### config.mk
export PLATFORM = sky130hd
export DESIGN_NAME = instr_mem_loader
export DESIGN_NICKNAME = d
export VERILOG_FILES = /design/src/rtl/mp_pkg.sv /design/src/rtl/instr_mem_loader.sv
export SDC_FILE = /design/constraint.sdc
export NUM_CORES = 1
export LEC_CHECK = 0
export BUFFER_PORTS_ARGS = -buffer_cell sky130_fd_sc_hd__buf_2
export CAP_MARGIN = 40
export CORE_MARGIN = 2
export CORE_UTILIZATION = 35
export CTS_BUF_LIST = sky130_fd_sc_hd__clkbuf_16
export CTS_CLUSTER_DIAMETER = 100
export DETAILED_ROUTE_END_ITERATION = 6
export GPL_TIMING_DRIVEN = 1
export MAX_ROUTING_LAYER = met4
export PLACE_DENSITY_LB_ADDON = 0.2
export REMOVE_ABC_BUFFERS = 1
export SKIP_LAST_GASP = 1
export SLEW_MARGIN = 20
export SYNTH_ARGS = -nofsm -noshare
export SYNTH_HDL_FRONTEND = slang
export SYNTH_SLANG_ARGS = --single-unit
### constraint.sdc
create_clock -name clk -period 3.18 [get_ports clk]
set_input_delay 0.795 -clock clk [delete_from_list [all_inputs] [get_ports clk]]
set_output_delay 0.795 -clock clk [all_outputs]
set_load 0.02 [all_outputs]
### src/rtl/mp_pkg.sv
// Shared definitions for the Fibonacci microprocessor and its program loader.
package mp_pkg;

  localparam int DATA_WIDTH = 32;
  localparam int ADDR_WIDTH = 8;

  typedef enum logic [1:0] {
    IDLE  = 2'd0,
    LOAD  = 2'd1,
    WRITE = 2'd2,
    DONE  = 2'd3
  } loader_state_t;

endpackage

### src/rtl/instr_mem_loader.sv
// Program loader: packs a byte stream little-endian into instruction words,
// writes them to consecutive word addresses and holds the core in reset
// until the requested number of words is in memory.
module instr_mem_loader #(
  parameter int DATA_WIDTH = mp_pkg::DATA_WIDTH,
  parameter int ADDR_WIDTH = mp_pkg::ADDR_WIDTH
) (
  input  logic                  clk,
  input  logic                  arst_n,
  input  logic                  start,
  input  logic [ADDR_WIDTH:0]   prog_len,
  input  logic                  byte_valid,
  input  logic [7:0]            byte_data,
  output logic                  byte_ready,
  output logic                  mem_we,
  output logic [ADDR_WIDTH-1:0] mem_addr,
  output logic [DATA_WIDTH-1:0] mem_wdata,
  output logic                  core_rst_n,
  output logic                  busy,
  output logic                  done
);

  import mp_pkg::*;

  localparam int BYTES = DATA_WIDTH / 8;
  localparam int BIW   = (BYTES > 1) ? $clog2(BYTES) : 1;

  localparam logic [ADDR_WIDTH:0] MAX_LEN   = {1'b1, {ADDR_WIDTH{1'b0}}};
  localparam logic [BIW-1:0]      LAST_BYTE = BIW'(BYTES - 1);

  loader_state_t state, state_next;

  logic [ADDR_WIDTH:0]   len;
  logic [ADDR_WIDTH-1:0] word_idx;
  logic [BIW-1:0]        byte_idx;
  logic [DATA_WIDTH-1:0] word_buf;
  logic                  last_word;

  // The word being written is the final one of the program.
  assign last_word = ({1'b0, word_idx} == (len - 1'b1));

  // State register; reset abandons any partial word and returns to IDLE.
  always_ff @(posedge clk or negedge arst_n) begin
    if (!arst_n) begin
      state <= IDLE;
    end else begin
      state <= state_next;
    end
  end

  // Next-state decode: start only counts in IDLE/DONE, a zero length goes straight to DONE.
  always_comb begin
    state_next = state;
    case (state)
      IDLE, DONE: begin
        if (start) begin
          state_next = (prog_len == '0) ? DONE : LOAD;
        end
      end
      LOAD: begin
        if (byte_valid && (byte_idx == LAST_BYTE)) begin
          state_next = WRITE;
        end
      end
      WRITE: begin
        state_next = last_word ? DONE : LOAD;
      end
      default: state_next = IDLE;
    endcase
  end

  // Length latch, word/byte counters and the little-endian packing buffer.
  always_ff @(posedge clk or negedge arst_n) begin
    if (!arst_n) begin
      len      <= '0;
      word_idx <= '0;
      byte_idx <= '0;
      word_buf <= '0;
    end else begin
      case (state)
        IDLE, DONE: begin
          if (start) begin
            len      <= (prog_len > MAX_LEN) ? MAX_LEN : prog_len;
            word_idx <= '0;
            byte_idx <= '0;
          end
        end
        LOAD: begin
          if (byte_valid) begin
            for (int i = 0; i < BYTES; i++) begin
              if (byte_idx == BIW'(i)) begin
                word_buf[8*i +: 8] <= byte_data;
              end
            end
            byte_idx <= byte_idx + 1'b1;
          end
        end
        WRITE: begin
          if (!last_word) begin
            word_idx <= word_idx + 1'b1;
            byte_idx <= '0;
          end
        end
        default: begin
        end
      endcase
    end
  end

  // Outputs come only from registers so no input reaches an output combinationally.
  always_comb begin
    byte_ready = (state == LOAD);
    mem_we     = (state == WRITE);
    mem_addr   = word_idx;
    mem_wdata  = word_buf;
    core_rst_n = (state == DONE);
    busy       = (state == LOAD) || (state == WRITE);
    done       = (state == DONE);
  end

endmodule
==> metrics.log, run 1 <==
INFO  metric run_status = finished, final reports clean
INFO  metric yosysSeqAreaShare = 47.0%
INFO  metric cap_viol_max_count = 0
INFO  metric grt_first_pass_wirelength = ~11 mm
INFO  metric synth_top_area_share = 47.0%
INFO  metric initial_core_util = roughly 36%
INFO  metric wl = between 6 and 7 mm
INFO  metric detailedRoute.firstPassIterationCount = 4
INFO  metric i_o_pins = between 60 and 70
INFO  metric distinct_cell_type_count_after_synthesis = 49
INFO  metric upper_clock_frequency_limit = 377 MHz
INFO  metric setup_buffers_after_cts = 0
INFO  metric vias = 2218
INFO  metric detailed_place_hpwl = 4.97 mm
INFO  metric layout_worst_path_cycle_share = 83.5%
INFO  metric wire_per_inst = 15.7 um
INFO  metric drt-vias-per-instance = 5.18
INFO  metric clk_latency = 0.28 ns
INFO  metric synth_adder_area_share = between 4 and 5%
INFO  metric power_leakage = 0.00164 uW
INFO  metric drtIter0Drc = 122
INFO  metric h_tree_levels = 2
INFO  metric timing.critical_path.required = between 3 and 4 ns
INFO  metric clockBufferDepth = 2
INFO  metric postSynthCellCount = roughly 260
INFO  metric chipWidth = ~94 um
INFO  metric timing.critical_path.max_delay_family = simple AND/OR/NAND/NOR gates
INFO  metric final_hold_viol_count = 0
INFO  metric worst_pin_slew = 0.574 ns
INFO  metric finalClockSkew = 0.00209 ns
INFO  metric cp_num_buf_inv = 2
INFO  metric setup.worst_path.start_class = register
INFO  metric die_area = 0.00880 mm2
INFO  metric fraction_of_the_mapped_netlist_area_in_simple_logic_gates = 16.1%
INFO  metric dpl_cell_area = 0.00324 mm2
INFO  metric setup_repair_after_global_routing_missed_its_margin = no
INFO  metric yosys_most_used_dff = sky130_fd_sc_hd__dfrtp_1
INFO  metric maximum_number_of_pins_on_one_net_before_global_route_repair = 22
INFO  metric synth.top_cells.by_area = sky130_fd_sc_hd__dfrtp_1, sky130_fd_sc_hd__mux2_2, sky130_fd_sc_hd__ha_1, sky130_fd_sc_hd__nand2_1, sky130_fd_sc_hd__o21ai_0
INFO  metric port_buffers = 65
INFO  metric postRouteAntennaNets = 0
INFO  metric core_area = between 0.007 and 0.008 mm2
INFO  metric worst_setup_hold_path_clk_slew = 0.07 ns
INFO  metric synth_compound_gate_area_share = 13.1%
INFO  metric drc = 0
INFO  metric track_usage = 16.3%
INFO  metric final.min_clock_period = 2.65 ns
INFO  metric core.rowCount = 32
INFO  metric yosys.area.top_type = sky130_fd_sc_hd__dfrtp_1
INFO  metric fillerInstances = a little under 800
INFO  metric hold_class = in -> async
INFO  metric synth_top_cells_by_count = sky130_fd_sc_hd__dfrtp_1, sky130_fd_sc_hd__mux2_2, sky130_fd_sc_hd__nand2_1
INFO  metric timing_max_transition_violations_final = 0
INFO  metric multiInputGateArea = about 0.0014 mm2
INFO  metric critPathMaxFanout = 11
INFO  metric ctsHoldBuffers = 0
INFO  metric cp.arrival = about 2.9 ns
INFO  metric first_global_vias = 2203
INFO  metric number_of_synthesized_register_bits = 53
INFO  metric post_route_setup_tns = 0 ns
INFO  metric maxSlewHeadroom = 61.3%
INFO  metric synth.area.mux_share = 13.5%
INFO  metric synth_most_common_cell = sky130_fd_sc_hd__dfrtp_1
INFO  metric place_congestion = 0.931
INFO  metric final_layout_size_suffix_gt1_share = 35.6%
INFO  metric register_area = 0.00133 mm2
INFO  metric numCtsBuffers = 5
INFO  metric yosys.area_share.xor_xnor = 2.17%
INFO  metric yosys_warnings = 0
INFO  metric final_area = 0.00341 mm2
INFO  metric dominant_combinational_cell_family_by_area_after_synthesis = simple AND/OR/NAND/NOR gates
INFO  metric cells_along_the_critical_path = inv_1 > ha_1 > nor3_1 > nand3b_1 > a211oi_1 > o32ai_4 > nor2_2 > buf_4 > or2_1 > a32o_1
INFO  metric die_height = 93.8 um
INFO  metric syn_area_per_cell = 10.7 um2
INFO  metric net_count_reported_at_finish = ~360
INFO  metric clk_root_buffer_cell = sky130_fd_sc_hd__clkbuf_16
INFO  metric report.final.setup_viol = 0
INFO  metric timing.critical_path.slowest_cell_delay = 0.53 ns
INFO  metric synth_async_sr_flop_share = between 90% and 100%
INFO  metric vdd_drop_max = ~0.52 mV
INFO  metric power.density_cell_area = slightly above 1000 mW/mm2
INFO  metric post_cts_resized = 0
INFO  metric grt_antenna_before_repair = 0
INFO  metric critical_path.slowest_cell = sky130_fd_sc_hd__dfrtp_1
INFO  metric end_kind = register
INFO  metric n_antenna_cell = 0
INFO  metric area_growth_syn_to_layout = 20.7%
INFO  metric grt_remaining_overflow = 0
INFO  metric timing_worst_setup_path_type = reg -> reg
INFO  metric cts_num_sinks = 53
INFO  metric synth-edff-count = 0
INFO  metric mappedNetlistArea = roughly 0.0028 mm2
INFO  metric clock_tree_from_tritoncts = yes
[area by class of cell]
| cell class | count | share of cell area, % |
|---|---|---|
| Clock inverter | 3 | 1.25 |
| Tap cell | 102 | 3.75 |
| Inverter | 10 | 1.10 |
| Multi-Input combinational cell | 186 | 40.9 |
| Sequential cell | 53 | 38.9 |
| Timing Repair Buffer | 69 | 10.4 |
| Clock buffer | 5 | 3.67 |
[metal layers]
layer | vias to the layer above | wire length [um] | GRT usage, %
met2 | 70 | 3200 | 26.1
met1 | 1080 | 3150 | 21.4
li1 | 1066 | - | -
met5 | - | 0 | -
met3 | 2 | 370 | 2.89
met4 | 0 | 23 | 4.47
[cells in the final DEF, fill, tap and decap left out, types with 4 or more instances in the layout]
cell                        instances
sky130_fd_sc_hd__nor2_1             8
sky130_fd_sc_hd__or3_1              5
sky130_fd_sc_hd__ha_1              10
sky130_fd_sc_hd__nand2b_1          12
sky130_fd_sc_hd__mux2_2            33
sky130_fd_sc_hd__nand3_1            9
sky130_fd_sc_hd__a21oi_1            4
sky130_fd_sc_hd__a21o_1             4
sky130_fd_sc_hd__xnor2_1            5
sky130_fd_sc_hd__o211ai_1           5
sky130_fd_sc_hd__buf_4              4
sky130_fd_sc_hd__nand2_1           23
sky130_fd_sc_hd__dfrtp_1           53
sky130_fd_sc_hd__inv_1             11
sky130_fd_sc_hd__nor3_1             6
sky130_fd_sc_hd__buf_2             65
sky130_fd_sc_hd__o21ai_0           16
sky130_fd_sc_hd__clkbuf_16          5
[report_power, final]
| group | switching, uW | internal, uW |
|---|---|---|
| registers | 244 | 956 |
| clock network | 243 | 370 |
| logic | 987 | 688 |
| total | 1470 | 2010 |
[kinds of logic after synthesis]
kind of cell             count (synthesis)
AO/OA/AOI/OAI                           51
XOR/XNOR                                 7
adder cells (fa/ha/maj)                 10
buffers and inverters                   24
flip-flops                              53
multiplexers                            34
AND/OR/NAND/NOR                         84
[registers in the layout (all words and copies together), names as in the netlist]
name,count
byte_idx,2
len,9
mem_addr,8
mem_wdata,32
state,2
[metrics by stage]
step	setup slack [ns]	hold WS (ns)	util (%)	instances	power (uW)
2_1_floorplan	0.740	0.499	-	249	2350
3_3_place_gp	0.607	0.483	41.7	420	2870
3_5_place_dp	0.545	0.488	41.7	420	2900
4_1_cts	0.535	0.489	43.8	428	3530
5_1_grt	0.296	0.502	43.8	428	3730
6_report	0.525	0.468	43.8	428	3490
[worst paths after layout]
| kind | from | to | slack [ns] | cells past startpoint |
|---|---|---|---|---|
| min reg2reg | mem_wdata[18]$_DFFE_PN0P_ | mem_wdata[18]$_DFFE_PN0P_ | 0.50 | 1 |
| max | len[0]$_DFFE_PN0P_ | mem_addr[1]$_DFFE_PN0P_ | 0.53 | 10 |
| max in group asynchronous | arst_n | mem_wdata[24]$_DFFE_PN0P_ | 2.08 | 2 |
| max reg2reg | len[0]$_DFFE_PN0P_ | mem_addr[1]$_DFFE_PN0P_ | 0.53 | 10 |
| min in group clk | mem_wdata[18]$_DFFE_PN0P_ | mem_wdata[18]$_DFFE_PN0P_ | 0.50 | 1 |
| min | arst_n | len[3]$_DFFE_PN0P_ | 0.47 | 1 |
[worst reg2reg max path, stage by stage, from the launching register on]
cell                       delay, ns
sky130_fd_sc_hd__dfrtp_1        0.53
sky130_fd_sc_hd__inv_1          0.08
sky130_fd_sc_hd__ha_1           0.30
sky130_fd_sc_hd__nor3_1         0.27
sky130_fd_sc_hd__nand3b_1       0.12
sky130_fd_sc_hd__a211oi_1       0.38
sky130_fd_sc_hd__o32ai_4        0.19
sky130_fd_sc_hd__nor2_2         0.25
sky130_fd_sc_hd__buf_4          0.20
sky130_fd_sc_hd__or2_1          0.15
sky130_fd_sc_hd__a32o_1         0.13
Note: power is estimated with default switching activity, not from simulation.
==> inputs of run 2 (changes only) <==
- clock period: 3.18 -> 2.1 ns (I/O delays scaled with it)
==> run 2 against run 1 <==
Effect of this change: the flow now finishes with violations (setup timing); worst setup slack worse by 0.61 ns; sequential power up 44%; non-clock buffer count up 44; first-iteration DRC count increased by 9.8%; final area is 13% higher; via count is 11% higher; global-route usage rose by 1.7 points; critical path type unchanged; fmax rose by 21%; largest power group unchanged; final cell count up 10%; combinational power grew 110%; sequential cell count unchanged; critical path depth stayed put; largest cell class unchanged.
==> metrics.log, run 2 (same netlist as run 1, synthesis figures left out) <==
INFO  metric run_status = complete, but fails checks
INFO  metric failed_checks = setup timing
INFO  metric critPathMaxFanout = 6
INFO  metric flip_flop_count_of_the_largest_register_all_copies_and_words_added = 32
INFO  metric cell_internal_pwr = ~3600 uW
INFO  metric power_leakage = 0.00188 uW
INFO  metric n_antenna_cell = 0
INFO  metric die_height = 93.8 um
INFO  metric wire_per_inst = between 15 and 20 um
INFO  metric i_o_pins = 66
INFO  metric core_area = 0.00777 mm2
INFO  metric cts_num_sinks = 53
INFO  metric vias = 2458
INFO  metric power.share.combinational = 56.3%
INFO  metric setup.worst_path.start_class = register
INFO  metric track_usage = 17.9%
INFO  metric setup_repair_after_global_routing_missed_its_margin = yes
INFO  metric detailedRoute.firstPassIterationCount = 4
INFO  metric post_route_setup_tns = -0.366 ns
INFO  metric area_growth_syn_to_layout = 36.9%
INFO  metric hold_ws = about 0.22 ns
INFO  metric post-route-worst-setup-slack = -0.0854 ns
INFO  metric grt_first_pass_wirelength = 12.2 mm
INFO  metric power.density_cell_area = between 1500 and 2000 mW/mm2
INFO  metric core.rowCount = 32
INFO  metric postRouteAntennaNets = 0
INFO  metric report.final.setup_viol = 8
INFO  metric port_buffers = 65
INFO  metric clock_power_share = 15.3%
INFO  metric worst_pin_slew = 0.648 ns
INFO  metric timing.critical_path.required = 2.27 ns
INFO  metric clock_tree_from_tritoncts = yes
INFO  metric cap_viol_max_count = 0
INFO  metric cp.arrival = between 2 and 2.5 ns
INFO  metric finalClockSkew = 0.00367 ns
INFO  metric initial_core_util = 36.3%
INFO  metric final_hold_viol_count = 0
INFO  metric clk_latency = roughly 0.28 ns
INFO  metric commonest_cells_after_routing_fill_and_taps_aside = sky130_fd_sc_hd__buf_2, sky130_fd_sc_hd__dfrtp_1, sky130_fd_sc_hd__buf_4
INFO  metric end_kind = register
INFO  metric place_congestion = 0.836
INFO  metric final_layout_size_suffix_gt1_share = 46.6%
INFO  metric upper_clock_frequency_limit = approximately 460 MHz
INFO  metric worst_setup_hold_path_clk_slew = 0.07 ns
INFO  metric die_area = 0.00880 mm2
INFO  metric detailed_place_hpwl = 5.26 mm
INFO  metric drc = 0
INFO  metric h_tree_levels = 2
INFO  metric final_area = between 0.003 and 0.004 mm2
INFO  metric clk_root_buffer_cell = sky130_fd_sc_hd__clkbuf_16
INFO  metric seq_power_share = 28.4%
INFO  metric clockBufferDepth = 2
INFO  metric stdcell_count = 471
INFO  metric maximum_number_of_pins_on_one_net_before_global_route_repair = 54
INFO  metric chipWidth = 93.8 um
INFO  metric drtIter0Drc = around 130
INFO  metric net_count_reported_at_finish = 400
INFO  metric wl = 7.33 mm
INFO  metric hold_class = in -> async
INFO  metric place_inst = 455
INFO  metric timing_max_transition_violations_final = 0
INFO  metric dpl_cell_area = 0.00351 mm2
INFO  metric p_switching = 2470 uW
INFO  metric number_of_cell_instances_on_the_worst_register_to_register_path = 10
INFO  metric grt_remaining_overflow = 0
INFO  metric timing_worst_setup_path_type = reg -> reg
INFO  metric most_frequent_standard_cell_in_the_layout_excluding_fill_and_tap_cells = sky130_fd_sc_hd__buf_2
INFO  metric layout_worst_path_cycle_share = 104%
INFO  metric first_global_vias = 2471
INFO  metric grt_antenna_before_repair = 0
INFO  metric drt-vias-per-instance = about 5.2
INFO  metric power_switching_share = 40.5%
INFO  metric maxSlewHeadroom = 56.4%
INFO  metric rrSetupSlack = -0.09 ns
INFO  metric layout.core_utilization = 49.7%
INFO  metric final.min_clock_period = about 2.2 ns
INFO  metric vdd_drop_max = 0.734 mV
INFO  metric numCtsBuffers = 5
run 2: worst max-delay path: stages, from the launching register on:
cell,delay (ns)
sky130_fd_sc_hd__dfrtp_1,0.39
sky130_fd_sc_hd__buf_6,0.14
sky130_fd_sc_hd__buf_4,0.13
sky130_fd_sc_hd__o21ai_1,0.12
sky130_fd_sc_hd__nand4_1,0.12
sky130_fd_sc_hd__a211oi_2,0.34
sky130_fd_sc_hd__o32ai_4,0.16
sky130_fd_sc_hd__nor2_2,0.18
sky130_fd_sc_hd__buf_4,0.15
sky130_fd_sc_hd__nor2_1,0.05
sky130_fd_sc_hd__a32o_1,0.27
run 2: final timing paths:
path / from / to
worst min-delay path: arst_n / len[4]$_DFFE_PN0P_
worst min register to register: mem_wdata[30]$_DFFE_PN0P_ / mem_wdata[30]$_DFFE_PN0P_
min in group clk: prog_len[5] / len[5]$_DFFE_PN0P_
worst max-delay path: len[1]$_DFFE_PN0P_ / mem_addr[1]$_DFFE_PN0P_
worst max register to register: len[1]$_DFFE_PN0P_ / mem_addr[1]$_DFFE_PN0P_
max in group asynchronous: arst_n / mem_wdata[28]$_DFFE_PN0P_
run 2: per-stage QoR:
step / total power (uW) / setup slack [ns]
after detailed placement: 4760 / -0.218
after global placement: 4700 / -0.191
after floorplan: 3560 / -0.340
after CTS: 5960 / -0.111
final: 6090 / -0.0854
after global routing: 6510 / -0.187
run 2: layer usage:
| metal | GRT usage (%) | part of all wire (%) |
|---|---|---|
| met2 | 29.6 | 48 |
| met5 | - | 0 |
| met4 | 4.71 | 1.0 |
| met1 | 23.5 | 46 |
| met3 | 2.25 | 4.7 |
run 2: timing repair:
| item | CTS | global route |
|---|---|---|
| hold buffers | 0 | 0 |
| gates resized for setup | 15 | 12 |
| setup endpoints to repair | 11 | 11 |
| setup buffers | 8 | 2 |
| pin swaps | 14 | 9 |
run 2: power by group through the flow:
stage	sequential (uW)	clock, uW	combinational, uW
floorplan	2160	0	1400
detailed placement	1750	0	3010
global route	1790	1000	3720
global placement	1720	0	2980
finish	1730	930	3430
CTS	1730	958	3270
run 2: final cells by class:
class / instances / area (um2)
timing repair buffer: 113 / 717
fill: 729 / 3910
tap: 102 / 128
sequential: 53 / 1330
clock inverter: 2 / 38.8
inverter: 10 / 37.5
multi-input combinational: 186 / 1490
clock buffer: 5 / 125
